$ cat config.mk
export PLATFORM = sky130hd
export DESIGN_NAME = j1_irq_ctrl_flat
export DESIGN_NICKNAME = d
export VERILOG_FILES = /design/src/rtl/j1_irq_ctrl_if.sv /design/src/rtl/j1_irq_ctrl.sv /design/src/flat_wrapper.sv
export SDC_FILE = /design/constraint.sdc
export NUM_CORES = 1
export LEC_CHECK = 0
export ABC_AREA = 1
export BUFFER_PORTS_ARGS = -buffer_cell sky130_fd_sc_hd__buf_4
export CORE_MARGIN = 2
export CORE_UTILIZATION = 25
export DETAILED_ROUTE_END_ITERATION = 16
export SYNTH_ARGS = -nofsm -noshare
export SYNTH_HDL_FRONTEND = slang
export SYNTH_SLANG_ARGS = --single-unit
$ cat constraint.sdc
create_clock -name clk -period 2 [get_ports clk]
set_input_delay 0.5 -clock clk [delete_from_list [all_inputs] [get_ports clk]]
set_output_delay 0.5 -clock clk [all_outputs]
set_load 0.03 [all_outputs]
$ cat src/rtl/j1_irq_ctrl_if.sv
// IO bus between the j1 core and the interrupt controller.
// The core (master) drives strobes, address and write data; the slave returns
// combinational read data and a select flag for OR-merging into io_din.
interface j1_irq_ctrl_if;
   logic        io_rd;
   logic        io_wr;
   logic [15:0] io_addr;
   logic [15:0] io_wdata;
   logic [15:0] io_rdata;
   logic        io_rsel;

   modport master (output io_rd, io_wr, io_addr, io_wdata,
                   input  io_rdata, io_rsel);
   modport slave  (input  io_rd, io_wr, io_addr, io_wdata,
                   output io_rdata, io_rsel);
endinterface

$ cat src/rtl/j1_irq_ctrl.sv
// j1 interrupt controller: per-source synchroniser, polarity-selectable edge
// detect and sticky pending bit, plus the shared mask/polarity registers,
// registered request vector and IO read mux.

// One interrupt source: 3-flop synchroniser, edge detect, pending latch.
module j1_irq_src (
   input  logic clk,
   input  logic resetq,
   input  logic irq_in,
   input  logic pol,
   input  logic clr,
   input  logic swset,
   output logic pend
);
   logic s1, s2, s3;
   logic hw_evt;

   // Synchronise the async line; s3 holds the previous synchronised level.
   always_ff @(posedge clk or negedge resetq) begin
      if (!resetq) begin
         s1 <= 1'b0;
         s2 <= 1'b0;
         s3 <= 1'b0;
      end else begin
         s1 <= irq_in;
         s2 <= s1;
         s3 <= s2;
      end
   end

   // Both taps are flipped by pol together, so a pol change alone is no edge.
   assign hw_evt = (s2 ^ pol) & ~(s3 ^ pol);

   // Sticky pending bit; any set beats a same-cycle clear so no event is lost.
   always_ff @(posedge clk or negedge resetq) begin
      if (!resetq) pend <= 1'b0;
      else         pend <= (pend & ~clr) | hw_evt | swset;
   end
endmodule

module j1_irq_ctrl #(
   parameter logic [15:0] ADDR_PEND = 16'h0400,
   parameter logic [15:0] ADDR_MASK = 16'h0401,
   parameter logic [15:0] ADDR_POL  = 16'h0402,
   parameter logic [15:0] ADDR_SET  = 16'h0403,
   parameter int          NSRC      = 8
) (
   input  logic               clk,
   input  logic               resetq,
   input  logic [NSRC-1:0]    irq_in,
   j1_irq_ctrl_if.slave       io,
   output logic [NSRC-1:0]    int_rqst
);
   logic [NSRC-1:0] pending, mask, pol, clr, swset;
   logic            sel_pend, sel_mask, sel_pol, sel_set;
   logic [15:0]     rdata;
   logic            unused_wdata_hi;

   assign sel_pend = (io.io_addr == ADDR_PEND);
   assign sel_mask = (io.io_addr == ADDR_MASK);
   assign sel_pol  = (io.io_addr == ADDR_POL);
   assign sel_set  = (io.io_addr == ADDR_SET);

   assign clr   = (io.io_wr && sel_pend) ? io.io_wdata[NSRC-1:0] : '0;
   assign swset = (io.io_wr && sel_set)  ? io.io_wdata[NSRC-1:0] : '0;

   // Upper write-data byte carries nothing for this block.
   assign unused_wdata_hi = &{1'b0, io.io_wdata[15:NSRC]};

   genvar i;
   generate
      for (i = 0; i < NSRC; i++) begin : g_src
         j1_irq_src u_src (
            .clk    (clk),
            .resetq (resetq),
            .irq_in (irq_in[i]),
            .pol    (pol[i]),
            .clr    (clr[i]),
            .swset  (swset[i]),
            .pend   (pending[i])
         );
      end
   endgenerate

   // Software-owned mask and polarity registers.
   always_ff @(posedge clk or negedge resetq) begin
      if (!resetq) begin
         mask <= '0;
         pol  <= '0;
      end else begin
         if (io.io_wr && sel_mask) mask <= io.io_wdata[NSRC-1:0];
         if (io.io_wr && sel_pol)  pol  <= io.io_wdata[NSRC-1:0];
      end
   end

   // Registered request vector; the core does the priority encoding.
   always_ff @(posedge clk or negedge resetq) begin
      if (!resetq) int_rqst <= '0;
      else         int_rqst <= pending & mask;
   end

   // Read mux is combinational: the core samples io_din in the same cycle.
   always_comb begin
      rdata = '0;
      if (io.io_rd) begin
         if (sel_pend)      rdata = {{(16-NSRC){1'b0}}, pending};
         else if (sel_mask) rdata = {{(16-NSRC){1'b0}}, mask};
         else if (sel_pol)  rdata = {{(16-NSRC){1'b0}}, pol};
      end
   end

   assign io.io_rdata = rdata;
   assign io.io_rsel  = io.io_rd & (sel_pend | sel_mask | sel_pol | sel_set);
endmodule

$ cat src/flat_wrapper.sv
// flat-port wrapper written by rule: the top's interface ports become plain ports
module j1_irq_ctrl_flat 
#(
   parameter logic [15:0] ADDR_PEND = 16'h0400,
   parameter logic [15:0] ADDR_MASK = 16'h0401,
   parameter logic [15:0] ADDR_POL  = 16'h0402,
   parameter logic [15:0] ADDR_SET  = 16'h0403,
   parameter int          NSRC      = 8
)
  (clk, resetq, irq_in, int_rqst, io_io_rd, io_io_wr, io_io_addr, io_io_wdata, io_io_rdata, io_io_rsel);
  j1_irq_ctrl_if io_i ();
  input  logic clk;
  input  logic resetq;
  input  logic [NSRC-1:0] irq_in;
  output logic [NSRC-1:0] int_rqst;
  input wire logic [$bits(io_i.io_rd)-1:0] io_io_rd;
  input wire logic [$bits(io_i.io_wr)-1:0] io_io_wr;
  input wire logic [$bits(io_i.io_addr)-1:0] io_io_addr;
  input wire logic [$bits(io_i.io_wdata)-1:0] io_io_wdata;
  output wire logic [$bits(io_i.io_rdata)-1:0] io_io_rdata;
  output wire logic [$bits(io_i.io_rsel)-1:0] io_io_rsel;
  assign io_i.io_rd = io_io_rd;
  assign io_i.io_wr = io_io_wr;
  assign io_i.io_addr = io_io_addr;
  assign io_i.io_wdata = io_io_wdata;
  assign io_io_rdata = io_i.io_rdata;
  assign io_io_rsel = io_i.io_rsel;
  j1_irq_ctrl #(.ADDR_PEND(ADDR_PEND), .ADDR_MASK(ADDR_MASK), .ADDR_POL(ADDR_POL), .ADDR_SET(ADDR_SET), .NSRC(NSRC)) u_core (.clk(clk), .resetq(resetq), .irq_in(irq_in), .io(io_i), .int_rqst(int_rqst));
endmodule
==> metrics.md <==
| Metric | Value |
|---|---|
| Max_cap viols | 0 |
| Via Count | 2214 |
| GRT Total Usage | 12.3% |
| Arrival @ worst endpoint | 1710 ps |
| Initial antenna violation count | 0 |
| I/O Pins | 69 |
| Rel. slew slack | 52.3% |
| Leakage | 1.92 nW |
| Reg-to-Reg Start | u_core.pol[7]$_DFFE_PN0P_ |
| Commonest non-fill, non-tap cell in the layout | buf_4 |
| Skew-Pair Late Insertion Delay | 310 ps |
| Final hold violation count | 0 |
| Gr ovfl total | 0 |
| Outcome | complete, but fails checks |
| Crit path top cell by count | nand2_4 |
| Starting density of the core | 25.8% |
| Placed cell areas | 3300 um2 |
| Per-instance average area after synthesis | 8.95 um2 |
| CP top delay family | simple AND/OR/NAND/NOR gates |
| WP buf/inv | 5 |
| Worst slew pin tran | 715 ps |
| Fin crit share | 110% |
| Most frequent cells in the layout | buf_4 (66), nand2_1 (58), dfrtp_1 (56) |
| Sequential Power Share | 58.9% |
| Fin crit period | 2210 ps |
| Die Wd | 107 um |
| Dpl hpwl | 4380 um |
| Routability Congestion | 0.789 |
| Net switching power | 0.000488 W |
| Critical Path RT | 1500 ps |
| Sequential fraction of the synthesis area | 52.7% |
| Failing checks | negative setup slack |
| Library cells used by synthesis | 28 |
| Combinational share of power | 11.3% |
| Core Util, Final | 35.5% |
| Worst-path fanout max | 8 |
| Clock share of power | 29.8% |
| CTS tree | done |
| Hold buffer count at CTS | 0 |
| Total CTS buffers | 5 |
| WL per Instance | 12.7 um |
| N_diodes | 0 |
| Clock Skew | 12.9 ps |
| WHS | 236 ps |
| Share of layout cells above drive strength 1 | 37.6% |
| Die area | 11500 um2 |
| Final setup violation count | 9 |
| Core area | 10300 um2 |
| CP cell instances | buf_6, inv_4, nand2_4, nor2_4, nand2_4, nor2_8, buf_4, nand2_4, nand3_1, nand2_1, inv_2, buf_6 |
| FF-to-FF End | u_core.g_src[7].u_src.pend$_DFF_PN0_ |
| DRT Pass-1 Iters | 4 |
| Yosys warnings | 0 |
| CP max stage delay | 190 ps |
| Largest net degree at the start of global routing | 57 |
| # rows | 37 |
| Port-buffer cells | 52 |
| Clock Tree Root | clkbuf_8 |
| Post-synthesis register bit count | 56 |
| Setup ws final | -210 ps |
| Iteration-0 DRC Markers | 114 |
| Die Span Y | 107 um |
| Setup Crit Path Kind | primary input to output port |
| Routed Antenna Nets | 0 |
| Final Max Slew Viols | 0 |
| Tot Pwr | 0.00198 W |
| RSZ-0062 raised after global routing | yes |
| Worst r2r path cells | 5 |
| Area Overhead vs Synth | 37.8% |
| Total Nets Final | 427 |
| DRC | 0 |
| Total wire length | 6590 um |
| VDD IR max | 0.000274 V |
| CTS sink count | 56 |
| Worst Hold Class | primary input to async pin |
| Area of the mapped netlist | 2660 um2 |
| Synthesized instance count | 297 |
| Vias in the first global route | 2262 |
| Worst Setup End Kind | output port |
| First-pass GRT wire length | 11000 um |
| Worst-case clock buffer depth | 2 |
| H-tree depth | 2 |
| Pwr dens | 541 nW/um2 |
| Reg2Reg Setup Slack | 1070 ps |
| Max Clock Freq | 453 MHz |
| Clock Pin Slew Worst Setup and Hold Paths | 90 ps |
| Slowest-stage cell, CP | nor2_8 |
| Pint | 0.00149 W |
| Vias/cell | 4.27 |
| Post-route cell area | 3660 um2 |
| Launching element type of the critical path | primary input |
| Switch share | 24.6% |
-- cell type report --
class | count | area [um2]
clock buffers | 6 | 72.6
clock inverters | 1 | 5.00
fillers | 1049 | 6660
inverters | 53 | 211
multi-input cells | 182 | 1090
flip-flops and latches | 56 | 1400
well taps | 136 | 170
repair buffers | 85 | 718
-- synthesized netlist by cell type --
cell type  number  share of area [%]
conb_1          1               0.14
nand2_4         2               0.85
nand3_1        19                3.6
nor4_1          1               0.24
buf_1           1               0.14
nor2_8          2                1.5
nand3_2         1               0.38
buf_6           2               0.85
inv_2           2               0.28
nor3_1          1               0.19
nand3_4         1               0.66
nor3_4          1               0.61
nand2_1        66                9.3
o21ai_0        22                4.1
nand4_1        16                3.8
nand2_2         4               0.94
nor4_4          1               0.80
buf_8           1               0.56
dfrtp_1        56                 53
nor2_1         15                2.1
inv_6           1               0.33
o21bai_1        8                2.3
buf_4          10                2.8
nor3_2          1               0.38
nor2_2          2               0.47
o21ai_2         2               0.66
nand3b_1        8                2.3
inv_1          50                7.1
-- cell families after synthesis --
family                 after synthesis  share of synthesized area [%]
other                                1                          0.141
buffers and inverters               67                           12.0
and+or+nand+nor                    141                           28.0
AOI/OAI and AO/OA                   32                           7.06
DFF                                 56                           52.7
-- worst register-to-register path, delay by kind of cell (launching register included) --
| kind | cells | cell delay, ps |
|---|---|---|
| flip-flops | 1 | 400 |
| AO/OA/AOI/OAI | 1 | 90 |
| buffers and inverters | 1 | 90 |
| AND/OR/NAND/NOR | 3 | 260 |
-- power groups by stage --
| stage | registers, W | logic (W) | clock network (W) |
|---|---|---|---|
| global placement | 0.00119 | 0.000185 | 0 |
| finish | 0.00117 | 0.000223 | 0.000591 |
| floorplan | 0.00119 | 0.0000888 | 0 |
| CTS | 0.00117 | 0.000217 | 0.000623 |
| detailed placement | 0.00119 | 0.000190 | 0 |
| global route | 0.00117 | 0.000246 | 0.000665 |
-- through the flow --
stage | setup slack (ps) | std cells | setup TNS [ps]
after floorplan | 1.21 | 304 | 0
after global placement | -224 | 498 | -1610
after detailed placement | -249 | 498 | -1850
after CTS | -206 | 518 | -1510
after global routing | -299 | 519 | -2330
final | -210 | 519 | -1660
-- layer usage --
layer  share of wire [%]  GRT usage [%]
met1                  42           15.8
met2                  51           20.6
met3                 5.9           2.86
met4                 1.1           3.80
met5                   0              0
-- flip-flops by register name (all words and copies together) (netlist names) --
register and flops:
u_core.g_src.u_src.pend 8, u_core.g_src.u_src.s1 8, u_core.g_src.u_src.s2 8, u_core.g_src.u_src.s3 8, u_core.int_rqst 8, u_core.mask 8
u_core.pol 8
-- how the worst max path moves through the flow --
stage | slack (ps) | from | cells after the start | to
2_1_floorplan | 1 | io_io_addr[11] | 11 | io_io_rdata[5]
4_1_cts | -210 | io_io_addr[6] | 12 | io_io_rdata[2]
5_1_grt | -300 | io_io_addr[5] | 12 | io_io_rdata[5]
3_5_place_dp | -250 | io_io_addr[11] | 12 | io_io_rdata[4]
6_report | -210 | io_io_addr[5] | 12 | io_io_rdata[7]
3_3_place_gp | -220 | io_io_addr[6] | 12 | io_io_rdata[4]
-- timing repair --
item	in CTS	in global routing
buffers inserted	11	5
pin swaps	4	15
hold endpoints to repair	0	0
gates cloned	2	0
gates resized for setup	44	18
endpoints found under the setup margin	9	25
(Power assumes the default switching activity.)
